$ cat config.mk
export PLATFORM = sky130hd
export DESIGN_NAME = octave_clk_en_gen_flat
export DESIGN_NICKNAME = d
export VERILOG_FILES = /design/src/rtl/octave_clk_en_gen_if.sv /design/src/rtl/octave_clk_en_gen.sv /design/src/flat_wrapper.sv
export SDC_FILE = /design/constraint.sdc
export NUM_CORES = 1
export LEC_CHECK = 0
export ABC_CLOCK_PERIOD_IN_PS = 3600
export CAP_MARGIN = 40
export CORE_ASPECT_RATIO = 0.75
export CORE_MARGIN = 3
export CORE_UTILIZATION = 50
export CTS_BUF_LIST = sky130_fd_sc_hd__clkbuf_4 sky130_fd_sc_hd__clkbuf_8
export DETAILED_ROUTE_END_ITERATION = 6
export PLACE_DENSITY_LB_ADDON = 0.15
export SYNTH_ARGS = -nofsm -noshare
export SYNTH_HDL_FRONTEND = slang
export SYNTH_SLANG_ARGS = --single-unit
$ cat constraint.sdc
create_clock -name clk -period 3.6 [get_ports clk]
set_input_delay 0.72 -clock clk [delete_from_list [all_inputs] [get_ports clk]]
set_output_delay 0.72 -clock clk [all_outputs]
set_load 0.1 [all_outputs]
$ cat src/rtl/octave_clk_en_gen_if.sv
// ---------------------------------------------------------------------------
// octave_clk_en_gen_if
// Control/status bundle for the octave clock-enable generator.
//   run        : counter advance enable
//   sync_clr   : synchronous counter restart, applies pending octaves at once
//   octave_in  : requested octave per channel, channel ch at [ch*OCT_W +: OCT_W]
//   oct_load   : per-channel strobe capturing octave_in as the pending octave
//   oct_active : octave in effect per channel (clamped)
//   pending    : per-channel flag, a loaded octave waits for its boundary
//   sq_out     : per-channel divided 50%-duty square wave
//   tick_out   : per-channel one-cycle enable, once per divided period
// The master modport drives control, the slave modport is the generator.
// ---------------------------------------------------------------------------
interface octave_clk_en_gen_if #(
    parameter int NUM_CH = 4,
    parameter int OCT_W  = 3
);
    logic                      run;
    logic                      sync_clr;
    logic [NUM_CH*OCT_W-1:0]   octave_in;
    logic [NUM_CH-1:0]         oct_load;
    logic [NUM_CH*OCT_W-1:0]   oct_active;
    logic [NUM_CH-1:0]         pending;
    logic [NUM_CH-1:0]         sq_out;
    logic [NUM_CH-1:0]         tick_out;

    modport master (
        output run, sync_clr, octave_in, oct_load,
        input  oct_active, pending, sq_out, tick_out
    );

    modport slave (
        input  run, sync_clr, octave_in, oct_load,
        output oct_active, pending, sq_out, tick_out
    );
endinterface

$ cat src/rtl/octave_clk_en_gen.sv
// ---------------------------------------------------------------------------
// octave_clk_en_gen
// One free-running counter shared by NUM_CH channels. Each channel divides
// clk by 2^(o+1) for its active octave o, giving a 50%-duty square wave and
// a one-cycle tick per period. New octaves are held pending and swapped in
// only on an edge that ends both the old and the new period, so no channel
// ever emits a runt phase.
// Ports:
//   clk   : system clock
//   reset : asynchronous active-low reset
//   bus   : control/status bundle (slave side), see octave_clk_en_gen_if
// All outputs are registered.
// ---------------------------------------------------------------------------
module octave_clk_en_gen #(
    parameter int NUM_CH    = 4,
    parameter int NUM_OCT   = 8,
    parameter int OCT_W     = 3,
    parameter int RESET_OCT = 0
) (
    input  logic                clk,
    input  logic                reset,
    octave_clk_en_gen_if.slave  bus
);

    localparam logic [NUM_OCT-1:0] ONES_C = {NUM_OCT{1'b1}};
    localparam logic [OCT_W-1:0]   RESET_CODE_C = (RESET_OCT >= NUM_OCT) ?
                                   OCT_W'(NUM_OCT - 1) : OCT_W'(RESET_OCT);

    // Out-of-range octave codes saturate at the slowest octave.
    function automatic logic [OCT_W-1:0] clamp_oct(input logic [OCT_W-1:0] code);
        logic [OCT_W-1:0] res;
        if (int'(code) >= NUM_OCT) begin
            res = OCT_W'(NUM_OCT - 1);
        end else begin
            res = code;
        end
        return res;
    endfunction

    // True when cnt[o:0] is all ones, i.e. this edge ends a period of octave o.
    function automatic logic low_ones(input logic [NUM_OCT-1:0] cnt,
                                      input logic [OCT_W-1:0]   o);
        logic [NUM_OCT-1:0] mask;
        mask = ONES_C >> (NUM_OCT - 1 - int'(o));
        return ((cnt & mask) == mask);
    endfunction

    function automatic logic [OCT_W-1:0] max_oct(input logic [OCT_W-1:0] a,
                                                 input logic [OCT_W-1:0] b);
        logic [OCT_W-1:0] res;
        if (a > b) begin
            res = a;
        end else begin
            res = b;
        end
        return res;
    endfunction

    function automatic logic bit_at(input logic [NUM_OCT-1:0] v,
                                    input logic [OCT_W-1:0]   o);
        logic [NUM_OCT-1:0] sh;
        sh = v >> o;
        return sh[0];
    endfunction

    logic [NUM_OCT-1:0] cnt_r;
    logic [NUM_OCT-1:0] cnt_inc_s;
    logic [OCT_W-1:0]   act_r      [NUM_CH];
    logic [OCT_W-1:0]   pend_oct_r [NUM_CH];
    logic [OCT_W-1:0]   act_nxt_s  [NUM_CH];
    logic [OCT_W-1:0]   load_oct_s [NUM_CH];
    logic [NUM_CH-1:0]  pending_r;
    logic [NUM_CH-1:0]  sq_r;
    logic [NUM_CH-1:0]  tick_r;
    logic [NUM_CH-1:0]  swap_s;
    logic [NUM_CH-1:0]  tick_nxt_s;
    logic [NUM_CH-1:0]  sq_nxt_s;

    assign cnt_inc_s = cnt_r + NUM_OCT'(1);

    // Per-channel next-state: swap decision, tick and square-wave values.
    always_comb begin
        swap_s     = {NUM_CH{1'b0}};
        tick_nxt_s = {NUM_CH{1'b0}};
        sq_nxt_s   = {NUM_CH{1'b0}};
        for (int ch = 0; ch < NUM_CH; ch++) begin
            act_nxt_s[ch]  = act_r[ch];
            load_oct_s[ch] = clamp_oct(bus.octave_in[ch*OCT_W +: OCT_W]);
            // Swap only where both the old and the new period end together.
            swap_s[ch] = bus.run & pending_r[ch] &
                         low_ones(cnt_r, max_oct(act_r[ch], pend_oct_r[ch]));
            if (swap_s[ch]) begin
                act_nxt_s[ch] = pend_oct_r[ch];
            end else begin
                act_nxt_s[ch] = act_r[ch];
            end
            tick_nxt_s[ch] = bus.run & low_ones(cnt_r, act_r[ch]);
            // The square wave follows the post-increment count at the new octave.
            sq_nxt_s[ch] = bit_at(cnt_inc_s, act_nxt_s[ch]);
        end
    end

    // Counter, octave registers, pending flags and registered outputs.
    always_ff @(posedge clk or negedge reset) begin
        if (!reset) begin
            cnt_r     <= {NUM_OCT{1'b0}};
            pending_r <= {NUM_CH{1'b0}};
            sq_r      <= {NUM_CH{1'b0}};
            tick_r    <= {NUM_CH{1'b0}};
            for (int ch = 0; ch < NUM_CH; ch++) begin
                act_r[ch]      <= RESET_CODE_C;
                pend_oct_r[ch] <= RESET_CODE_C;
            end
        end else if (bus.sync_clr) begin
            cnt_r  <= {NUM_OCT{1'b0}};
            sq_r   <= {NUM_CH{1'b0}};
            tick_r <= {NUM_CH{1'b0}};
            for (int ch = 0; ch < NUM_CH; ch++) begin
                // The restart is a common boundary, so pending octaves apply now.
                if (pending_r[ch]) begin
                    act_r[ch] <= pend_oct_r[ch];
                end else begin
                    act_r[ch] <= act_r[ch];
                end
                if (bus.oct_load[ch]) begin
                    pend_oct_r[ch] <= load_oct_s[ch];
                    pending_r[ch]  <= 1'b1;
                end else begin
                    pend_oct_r[ch] <= pend_oct_r[ch];
                    pending_r[ch]  <= 1'b0;
                end
            end
        end else begin
            if (bus.run) begin
                cnt_r <= cnt_inc_s;
            end else begin
                cnt_r <= cnt_r;
            end
            tick_r <= tick_nxt_s;
            for (int ch = 0; ch < NUM_CH; ch++) begin
                act_r[ch] <= act_nxt_s[ch];
                if (bus.run) begin
                    sq_r[ch] <= sq_nxt_s[ch];
                end else begin
                    sq_r[ch] <= sq_r[ch];
                end
                // A load on the swap edge becomes the next pending value.
                if (bus.oct_load[ch]) begin
                    pend_oct_r[ch] <= load_oct_s[ch];
                    pending_r[ch]  <= 1'b1;
                end else if (swap_s[ch]) begin
                    pend_oct_r[ch] <= pend_oct_r[ch];
                    pending_r[ch]  <= 1'b0;
                end else begin
                    pend_oct_r[ch] <= pend_oct_r[ch];
                    pending_r[ch]  <= pending_r[ch];
                end
            end
        end
    end

    genvar gch;
    generate
        for (gch = 0; gch < NUM_CH; gch++) begin : g_pack
            assign bus.oct_active[gch*OCT_W +: OCT_W] = act_r[gch];
        end
    endgenerate

    assign bus.pending  = pending_r;
    assign bus.sq_out   = sq_r;
    assign bus.tick_out = tick_r;

endmodule

$ cat src/flat_wrapper.sv
// flat-port wrapper written by rule: the top's interface ports become plain ports
module octave_clk_en_gen_flat 
#(
    parameter int NUM_CH    = 4,
    parameter int NUM_OCT   = 8,
    parameter int OCT_W     = 3,
    parameter int RESET_OCT = 0
)
  (clk, reset, bus_run, bus_sync_clr, bus_octave_in, bus_oct_load, bus_oct_active, bus_pending, bus_sq_out, bus_tick_out);
  octave_clk_en_gen_if #(.NUM_CH(NUM_CH), .OCT_W(OCT_W)) bus_i ();
  input  logic clk;
  input  logic reset;
  input wire logic [$bits(bus_i.run)-1:0] bus_run;
  input wire logic [$bits(bus_i.sync_clr)-1:0] bus_sync_clr;
  input wire logic [$bits(bus_i.octave_in)-1:0] bus_octave_in;
  input wire logic [$bits(bus_i.oct_load)-1:0] bus_oct_load;
  output wire logic [$bits(bus_i.oct_active)-1:0] bus_oct_active;
  output wire logic [$bits(bus_i.pending)-1:0] bus_pending;
  output wire logic [$bits(bus_i.sq_out)-1:0] bus_sq_out;
  output wire logic [$bits(bus_i.tick_out)-1:0] bus_tick_out;
  assign bus_i.run = bus_run;
  assign bus_i.sync_clr = bus_sync_clr;
  assign bus_i.octave_in = bus_octave_in;
  assign bus_i.oct_load = bus_oct_load;
  assign bus_oct_active = bus_i.oct_active;
  assign bus_pending = bus_i.pending;
  assign bus_sq_out = bus_i.sq_out;
  assign bus_tick_out = bus_i.tick_out;
  octave_clk_en_gen #(.NUM_CH(NUM_CH), .NUM_OCT(NUM_OCT), .OCT_W(OCT_W), .RESET_OCT(RESET_OCT)) u_core (.clk(clk), .reset(reset), .bus(bus_i));
endmodule
; ---- After elaboration in Yosys (flattened, before gate mapping)
; Cells that the tools add are included.
[classes]
n_mux = 34
bitwise_logic = 20
add_sub_neg = 9
order_cmp = 4
reduce_logical = 5
eq_ne = 12
shift = 12
[op_table]
columns = operator, count
row1 = "8-bit by 32-bit right shift with 8-bit output, first input constant", 8
row2 = 8-bit bitwise AND, 8
row3 = 8-bit == test, 8
row4 = 3-bit two-way mux, 12
row5 = 8-bit by 3-bit right shift with 1-bit output, 4
row6 = "3-bit by 3-bit subtractor with 4-bit output, first input constant", 8
row7 = 1-bit two-way mux, 16
row8 = 8-bit two-way mux, 2
row9 = 1-bit bitwise AND, 12
row10 = 3-bit greater-than comparator, 4
row11 = 12-bit two-way mux, 1
row12 = 4-bit two-way mux, 3
row13 = 3-bit nonzero test, 4
row14 = "8-bit by 1-bit adder with 8-bit output, second input constant", 1
row15 = "2-bit by 1-bit inequality test with 1-bit output, second input constant", 4
row16 = 2-bit nonzero test, 1
[totals]
regBits = 44
in_bits = 20

; ---- Logic depth before layout (Yosys ltp)
[logic_depth]
word_depth = 11
ltp_mapped = 12

; ---- Worst setup path after synthesis
; No wires, ideal clock.
[synth_timing]
kind = reg2reg
startpoint = register u_core.act_r, in the netlist u_core.bus.oct_active[9]
endpoint = register u_core.sq_r[3] (netlist: u_core.bus.sq_out[3])
setup_time_ps = 69
path_stages_with_launch = 12
period_less_slack_ps = 3436
slack_ps = 164
t_arrival_ps = 3367
cell_sequence = dfrtp_1 > inv_1 > ha_1 > nor2b_1 > o21a_1 > o21ai_1 > and3_1 > a221o_1 > o221ai_2 > mux2_1 > a311oi_1 > o221a_1
[synth_via]
elab_chain_cells = 11
[synth_rtl]
columns = item, line_no
row1 = start: declaration, octave_clk_en_gen.sv:68  ; logic [OCT_W-1:0] act_r [NUM_CH];
row2 = start signal: indexed assignment, octave_clk_en_gen.sv:121  ; act_r[ch] <= pend_oct_r[ch];
row3 = start signal: indexed assignment, octave_clk_en_gen.sv:123  ; act_r[ch] <= act_r[ch];
row4 = start signal: indexed assignment, octave_clk_en_gen.sv:141  ; act_r[ch] <= act_nxt_s[ch];
row5 = 3-bit greater-than comparator, octave_clk_en_gen.sv:51  ; if (a > b) begin
row6 = 3-bit two-way mux, octave_clk_en_gen.sv:51
row7 = 3-bit by 3-bit subtractor with 4-bit output, octave_clk_en_gen.sv:44  ; mask = ONES_C >> (NUM_OCT - 1 - int'(o));
row8 = 8-bit by 32-bit right shift with 8-bit output, octave_clk_en_gen.sv:44
row9 = 8-bit bitwise AND, octave_clk_en_gen.sv:45  ; return ((cnt & mask) == mask);
row10 = 8-bit == test, octave_clk_en_gen.sv:45
row11 = 1-bit bitwise AND, octave_clk_en_gen.sv:90  ; swap_s[ch] = bus.run & pending_r[ch] &
row12 = 3-bit two-way mux *, octave_clk_en_gen.sv:92  ; if (swap_s[ch]) begin
row13 = 8-bit by 3-bit right shift with 1-bit output *, octave_clk_en_gen.sv:62  ; sh = v >> o;
row14 = 1-bit two-way mux *, octave_clk_en_gen.sv:142  ; if (bus.run) begin
row15 = 4-bit two-way mux *, octave_clk_en_gen.sv:114  ; end else if (bus.sync_clr) begin
row16 = end signal: assignment, octave_clk_en_gen.sv:116  ; sq_r <= {NUM_CH{1'b0}};
row17 = end signal: indexed assignment, octave_clk_en_gen.sv:143  ; sq_r[ch] <= sq_nxt_s[ch];
row18 = end signal: indexed assignment, octave_clk_en_gen.sv:145  ; sq_r[ch] <= sq_r[ch];
row19 = end: declaration, octave_clk_en_gen.sv:73  ; logic [NUM_CH-1:0] sq_r;
; Every way passes the cells marked *; elsewhere a longest branch is shown, timed or not. The select of a mux whose other input is x is not followed.
; A chain may end at the register's enable or synchronous reset.

; ---- Final worst setup path
[layout_timing]
startpoint = register u_core.pend_oct_r[1] in the netlist's numbering
endpoint = register u_core.sq_r[3] (netlist: u_core.bus.sq_out[3])
[layout_via]
elab_chain_cells = 11
[layout_rtl]
columns = item, line_no
row1 = start: declaration, octave_clk_en_gen.sv:69  ; logic [OCT_W-1:0] pend_oct_r [NUM_CH];
row2 = start signal: indexed assignment, octave_clk_en_gen.sv:126  ; pend_oct_r[ch] <= load_oct_s[ch];
row3 = start signal: indexed assignment, octave_clk_en_gen.sv:129  ; pend_oct_r[ch] <= pend_oct_r[ch];
row4 = start signal: indexed assignment, octave_clk_en_gen.sv:149  ; pend_oct_r[ch] <= load_oct_s[ch];
row5 = 3-bit greater-than comparator, octave_clk_en_gen.sv:51
row6 = 3-bit two-way mux, octave_clk_en_gen.sv:51
row7 = 3-bit by 3-bit subtractor with 4-bit output, octave_clk_en_gen.sv:44
row8 = 8-bit by 32-bit right shift with 8-bit output, octave_clk_en_gen.sv:44
row9 = 8-bit bitwise AND, octave_clk_en_gen.sv:45
row10 = 8-bit == test, octave_clk_en_gen.sv:45
row11 = 1-bit bitwise AND, octave_clk_en_gen.sv:90
row12 = 3-bit two-way mux *, octave_clk_en_gen.sv:92
row13 = 8-bit by 3-bit right shift with 1-bit output *, octave_clk_en_gen.sv:62
row14 = 1-bit two-way mux *, octave_clk_en_gen.sv:142
row15 = 4-bit two-way mux *, octave_clk_en_gen.sv:114
; Marked as above.

==> PnR_summary.wiki <==
{| class="wikitable"
! Metric !! Value
|-
| I/O pin total || 44
|-
| XOR/XNOR Fraction of Synth Area || 0.0256
|-
| Most common library cells after synthesis || nand2_1 (54), dfrtp_1 (44), nor2_1 (38)
|-
| Synth Net Count || 457
|-
| Critical Path AT || 3.44 ns
|-
| Post-Synth Adder-Cell Area || 0.0432
|-
| Number of different library cells in the post-synthesis netlist || 71
|-
| Pin count of the biggest net entering global routing || 24
|-
| Remaining antenna violation count || 0
|-
| Post-synthesis cell area || 3770 um2
|-
| Via count of the first global-routing pass || 3451
|-
| Nature of the critical path endpoint || flop
|-
| Yosys warnings || 0
|-
| Final count of negative-setup-slack endpoints || 0
|-
| H-tree level count || 2
|-
| Tightest Pin Transition || 0.798 ns
|-
| Number of storage elements in the synthesis netlist || 44
|-
| Final critical-path share of the clock period || 0.887
|-
| Per-cell routed wire length || 18.9 um
|-
| Buffers inserted during post-CTS setup optimization || 0
|-
| Antenna violations before repair || 0
|-
| Final worst clock skew || 0.00650 ns
|-
| Inserted Clock Buffers || 5
|-
| Multi-input gate area || 2500 um2
|-
| Startpoint class of the critical path || flop
|-
| Effective utilization at floorplan || 0.534
|-
| Clk Tree Root Cell || clkbuf_8
|-
| Antenna Cells || 0
|-
| Fmax || 0.313 GHz
|-
| Via count || 3584
|-
| Sink Count || 44
|-
| Worst-case headroom to the max-slew limit || 0.464
|-
| Die Ht || 81.2 um
|-
| Area growth syn-to-layout || 21.1%
|-
| Remaining routing DRC violations || 0
|-
| Max-slew violation count || 0
|-
| IR drop worst, VDD || 0.259 mV
|-
| Sequential fraction of the synthesis area || 0.292
|-
| Share of cell area taken by muxes after synthesis || 0.144
|-
| Max-capacitance violation count || 0
|-
| Top-area cell type share of the netlist area || 0.292
|-
| Remaining Overflow, GRT || 0
|-
| Setup repair after global routing missed its margin || false
|-
| Final worst slack || 0.405 ns
|-
| Most frequently used cell type in the post-synthesis netlist || nand2_1
|-
| Path type of the worst min-delay path || input port to async pin
|-
| Total Die Area || 8630 um2
|-
| Async set or reset register ratio after synthesis || 1.00
|-
| Drt via density || 6.27
|-
| Placeable core region || 7060 um2
|-
| Final total negative setup slack || 0 ns
|-
| Global-route usage over all layers || 0.256
|-
| Sequential cell area || 1100 um2
|-
| Leakage power || 1.85 nW
|-
| Global placer's final weighted congestion || 0.896
|-
| Outcome || finished, final reports clean
|-
| Minimum period implied by the final worst setup slack || 3.19 ns
|-
| Clock-pin slew of the registers on the worst-case setup and hold paths || 0.09 ns
|-
| Iter 0 DRT Violations || 230
|-
| Maximum buffer depth of the clock tree || 2
|-
| Die X || 106 um
|-
| Final Hold Fails || 0
|-
| HPWL after DPL || 7.77 mm
|-
| Wire length of the first global-routing pass || 17.6 mm
|-
| Number of iterations in the first detailed-routing pass || 5
|-
| Max FO, Critical Path || 7
|-
| Complex-gate fraction of the synthesized area || 0.260
|-
| Number of input and output port buffers inserted || 43
|-
| TritonCTS clock tree || yes
|-
| Power density relative to cell area || 453 nW/um2
|-
| Cell count after synthesis || 424
|-
| Number of core rows || 26
|-
| Fraction of layout instances using a drive strength above 1 || 0.190
|-
| Cell type with the highest aggregate area in the netlist || dfrtp_1
|-
| Aggregate routed wire length || 10.8 mm
|-
| Number of nets in the layout || 507
|-
| Number of flops mapped to enable cells by yosys || 0
|-
| Number of fill cells in the layout || 621
|-
| Post-cts sizing count || 0
|-
| Post-Synthesis Mean Instance Area || 8.89 um2
|-
| Dominant combinational cell family by area after synthesis || compound AO/OA/AOI/OAI gates
|-
| Hold buffers post-CTS || 0
|-
| Data required time of the worst path || 3.84 ns
|-
| Most frequently used flop master after synthesis || dfrtp_1
|-
| Simple-gate share of the synthesized area || 0.190
|-
| Worst-case setup slack after placement || 0.452 ns
|-
| Worst Setup Path Type || flop to flop
|-
| Cell types occupying the most area after synthesis || dfrtp_1 (29%), nand2_1 (5.4%), mux2i_1 (5.0%)
|-
| Clock network latency to the later pin of the worst-skew pair || 0.30 ns
|}
==> cell type report <==
type                       count  area share
timing repair buffer          65       0.147
multi-input combinational    337       0.547
tap                           98      0.0269
inverter                      21      0.0173
clock buffer                   7      0.0211
sequential                    44       0.241
==> layer usage <==
metal / part of all wire / up-vias / global-route usage
met3: 0.089 / 20 / 0.0532
met1: 0.44 / 1710 / 0.365
met2: 0.45 / 177 / 0.402
met5: 0 / - / 0
met4: 0.014 / 0 / 0.0608
li1: - / 1677 / -
==> metrics by stage <==
step / total power [mW] / hold WS [ns] / area, um2 / utilization / std cells
floorplan: 1.44 / 0.424 / 3770 / - / 424
global placement: 1.64 / 0.559 / 4260 / 0.604 / 552
detailed placement: 1.71 / 0.556 / 4470 / 0.633 / 565
CTS: 2.06 / 0.442 / 4570 / 0.647 / 572
global route: 2.18 / 0.454 / 4570 / 0.647 / 572
finish: 2.07 / 0.425 / 4570 / 0.647 / 572
==> critical path, stage by stage, from the launching register on <==
cell and delay, ns:
dfrtp_1 0.45, inv_1 0.14, ha_1 0.30, nor2b_1 0.14, o21a_1 0.21, o21ai_1 0.27
nor3_1 0.11, o31a_1 0.32, o221ai_2 0.35, mux2_1 0.37, a311oi_1 0.25, o221a_1 0.21
==> logic make-up after synthesis <==
family                   Yosys count
AND/OR/NAND/NOR                  149
AO/OA/AOI/OAI                    124
flip-flops                        44
buffers and inverters             43
multiplexers                      40
adder cells (fa/ha/maj)           13
XOR/XNOR                          11
==> layout by cell type (no fill, tap or decap), types with 3 or more instances in the layout <==
master and n:
xor2_1 5, buf_8 12, a21boi_0 4, mux2_2 9, xnor2_1 6, a211o_1 3
dfrtp_1 44, nor3_1 7, o21a_1 4, nand4_1 3, o221ai_2 3, nand3_1 17
clkdlybuf4s50_1 30, o211ai_4 4, mux4_2 8, a21o_1 4, nand3b_1 4, o22ai_1 3
nand2_1 54, inv_1 21, buf_4 21, o211ai_1 7, a21oi_1 16, a31oi_1 4
o21ai_0 31, ha_1 13, mux2i_1 19, and3_1 7, o21bai_1 3, clkbuf_8 7
nor2_1 38, nor4_1 4
==> report_power, final <==
| group | internal, mW | switching, mW |
|---|---|---|
| clock | 0.172 | 0.182 |
| combinational | 0.374 | 0.679 |
| sequential | 0.544 | 0.119 |
==> flip-flops by register name, summed over array words and instances (netlist names) <==
register,cells
u_core.bus.oct_active,12
u_core.bus.pending,4
u_core.bus.sq_out,4
u_core.bus.tick_out,4
u_core.cnt_r,8
u_core.pend_oct_r,12
==> path summary, 6_finish.rpt <==
check / start / endpoint / slack, ns / cells past startpoint
worst max-delay path: u_core.pend_oct_r[1]$_DFFE_PN0P_ / u_core.bus.sq_out[3]$_DFFE_PN0P_ / 0.41 / 11
worst min-delay path: reset / u_core.bus.oct_active[11]$_DFFE_PN0P_ / 0.42 / 1
worst max register to register: u_core.pend_oct_r[1]$_DFFE_PN0P_ / u_core.bus.sq_out[3]$_DFFE_PN0P_ / 0.41 / 11
worst min register to register: u_core.bus.sq_out[3]$_DFFE_PN0P_ / u_core.bus.sq_out[3]$_DFFE_PN0P_ / 0.58 / 1
max in group asynchronous: reset / u_core.bus.tick_out[2]$_DFF_PN0_ / 2.65 / 2
min in group clk: u_core.bus.sq_out[3]$_DFFE_PN0P_ / u_core.bus.sq_out[3]$_DFFE_PN0P_ / 0.58 / 1
No activity file was read; power rests on OpenSTA's default activity.
==> RTL change (same flow settings) <==
Make the reset (`reset`) synchronous in one clocked block. Comments in the files are not updated.
--- a/src/rtl/octave_clk_en_gen.sv
+++ b/src/rtl/octave_clk_en_gen.sv
@@ -103,3 +103,3 @@
     // Counter, octave registers, pending flags and registered outputs.
-    always_ff @(posedge clk or negedge reset) begin
+    always_ff @(posedge clk) begin
         if (!reset) begin
Function: differs if reset is asserted again (counterexample within 4 cycles, from zero or initial values and one cycle with reset low); with reset held inactive, the same outputs for 4 cycles.
==> RTL change against the unedited design <==
  * Synthesized cell count is 6.1% higher
  * Final area is 2.6% higher
  * Power is 20% lower
  * Highest routed layer unchanged
  * Global-route usage is 0.10 points higher
  * Sequential cell count stayed put
  * Cell count is 6.5% higher
  * Wire length is 0.85% lower
  * Critical path type unchanged
  * Synthesized area is 1.6% lower
  * Setup slack worse by 0.18 ns
  * Clock skew is 0.0036 ns higher
  * Core utilization is 2.3 points higher
  * Fmax is 5.4% lower
==> RTL change: results (changes against the unedited design) <==
Power and ir drop
  • Final Power: 1.65 mW (was 2.07 mW)
  • Peak VDD IR: 0.204 mV (was 0.259 mV)
  • Clock group: 0.332 mW (was 0.353 mW)
  • Switching share of power: 40.7% (was 47.3%)

Routing
  • Initial DRC count: 357 (was 230)
  • Drt wl/cell: 17.6 um (was 18.9 um)
  • DR vias/cell: 6.12 (was 6.27)
  • WL final: 10700 um (was 10800 um)
  • Drt pass-1 iters: 6 (was 5)

Setup path
  • Worst r2r dst: u_core.bus.sq_out[1] (was u_core.bus.sq_out[3])
  • CP arrival: 3.63 ns (was 3.44 ns)
  • Depth of the worst register-to-register path: 13 (was 11)
  • Worst R2R Start: u_core.pend_oct_r[1][1] (was u_core.pend_oct_r[1])
  • Crit-path max FO: 11 (was 7)
  • Slowest stage delay, CP: 0.51 ns (was 0.45 ns)

GRT
  • First-pass GRT wire length: 17900 um (was 17600 um)
  • GRT Total Usage: 25.7% (was 25.6%)
  • Vias in the first global route: 3563 (was 3451)

Yosys
  • Net Count, Synth: 483 (was 457)
  • EDFF count, synth: 24 (was 0)
  • Post-Syn Area per Cell: 8.24 um^2 (was 8.89 um^2)
  • Ys async rst share: 0% (was 100%)

Run status
  • Outcome: finished, final reports clean (unchanged)

Placement
  • Detailed-placement wirelength estimate: 7970 um (was 7770 um)
  • Routability Congestion: 0.937 (was 0.896)
  • Placed Area: 4570 um^2 (was 4470 um^2)

Worst hold path
  • Hold Path Class: flop to flop (was primary input to asynchronous set/reset pin)

Timing
  • Slew @ Worst Pin: 0.622 ns (was 0.798 ns)

Finish
  • Ratio of cells with drive above 1 in the final layout: 17.6% (was 19.0%)
  • NumNets Final: 543 (was 507)
## RTL change: how the worst min path moves through the flow
stage / slack, ns / depth (start not counted) / from / end
after global routing: 0.57 / 2 / u_core.bus.sq_out[2] / u_core.bus.sq_out[2]
after floorplan: 0.54 / 3 / u_core.cnt_r[5] / u_core.cnt_r[5]
after global placement: 0.51 / 1 / u_core.bus.sq_out[1] / u_core.bus.sq_out[1]
final: 0.53 / 2 / u_core.bus.sq_out[2] / u_core.bus.sq_out[2]
after CTS: 0.54 / 2 / u_core.bus.sq_out[2] / u_core.bus.sq_out[2]
after detailed placement: 0.53 / 2 / u_core.bus.sq_out[2] / u_core.bus.sq_out[2]
## RTL change: cell families (layout without fill, tap and decap cells)
logic type	Yosys count	after routing	share of synthesized area, %
AND/OR/NAND/NOR	169	169	23.0
adder cells (fa/ha/maj)	13	13	4.39
multiplexers	37	37	11.3
AO/OA/AOI/OAI	120	120	22.8
flip-flops	44	44	30.2
buffers and inverters	57	118	5.91
XOR/XNOR	10	10	2.36
## RTL change: per-stage QoR
| step | util [%] | hold slack [ns] | setup slack [ns] |
|---|---|---|---|
| final | 67.0 | 0.532 | 0.224 |
| after CTS | 66.6 | 0.541 | 0.171 |
| after floorplan | - | 0.540 | -0.136 |
| after global placement | 62.4 | 0.508 | 0.270 |
| after global routing | 67.0 | 0.567 | 0.0101 |
| after detailed placement | 65.4 | 0.527 | 0.199 |
## RTL change: layer usage
metal,wire (um),global-route usage [%]
met2,4810,40.3
met4,102,4.85
met5,0,0
met1,4800,36.8
met3,1010,5.38
## RTL change: final cells by class
class / instances / area share, %
Timing Repair Buffer: 80 / 16.9
Inverter: 30 / 2.40
Clock buffer: 5 / 1.47
Clock inverter: 3 / 0.401
Multi-Input combinational cell: 349 / 52.3
Tap cell: 98 / 2.62
Sequential cell: 44 / 23.9
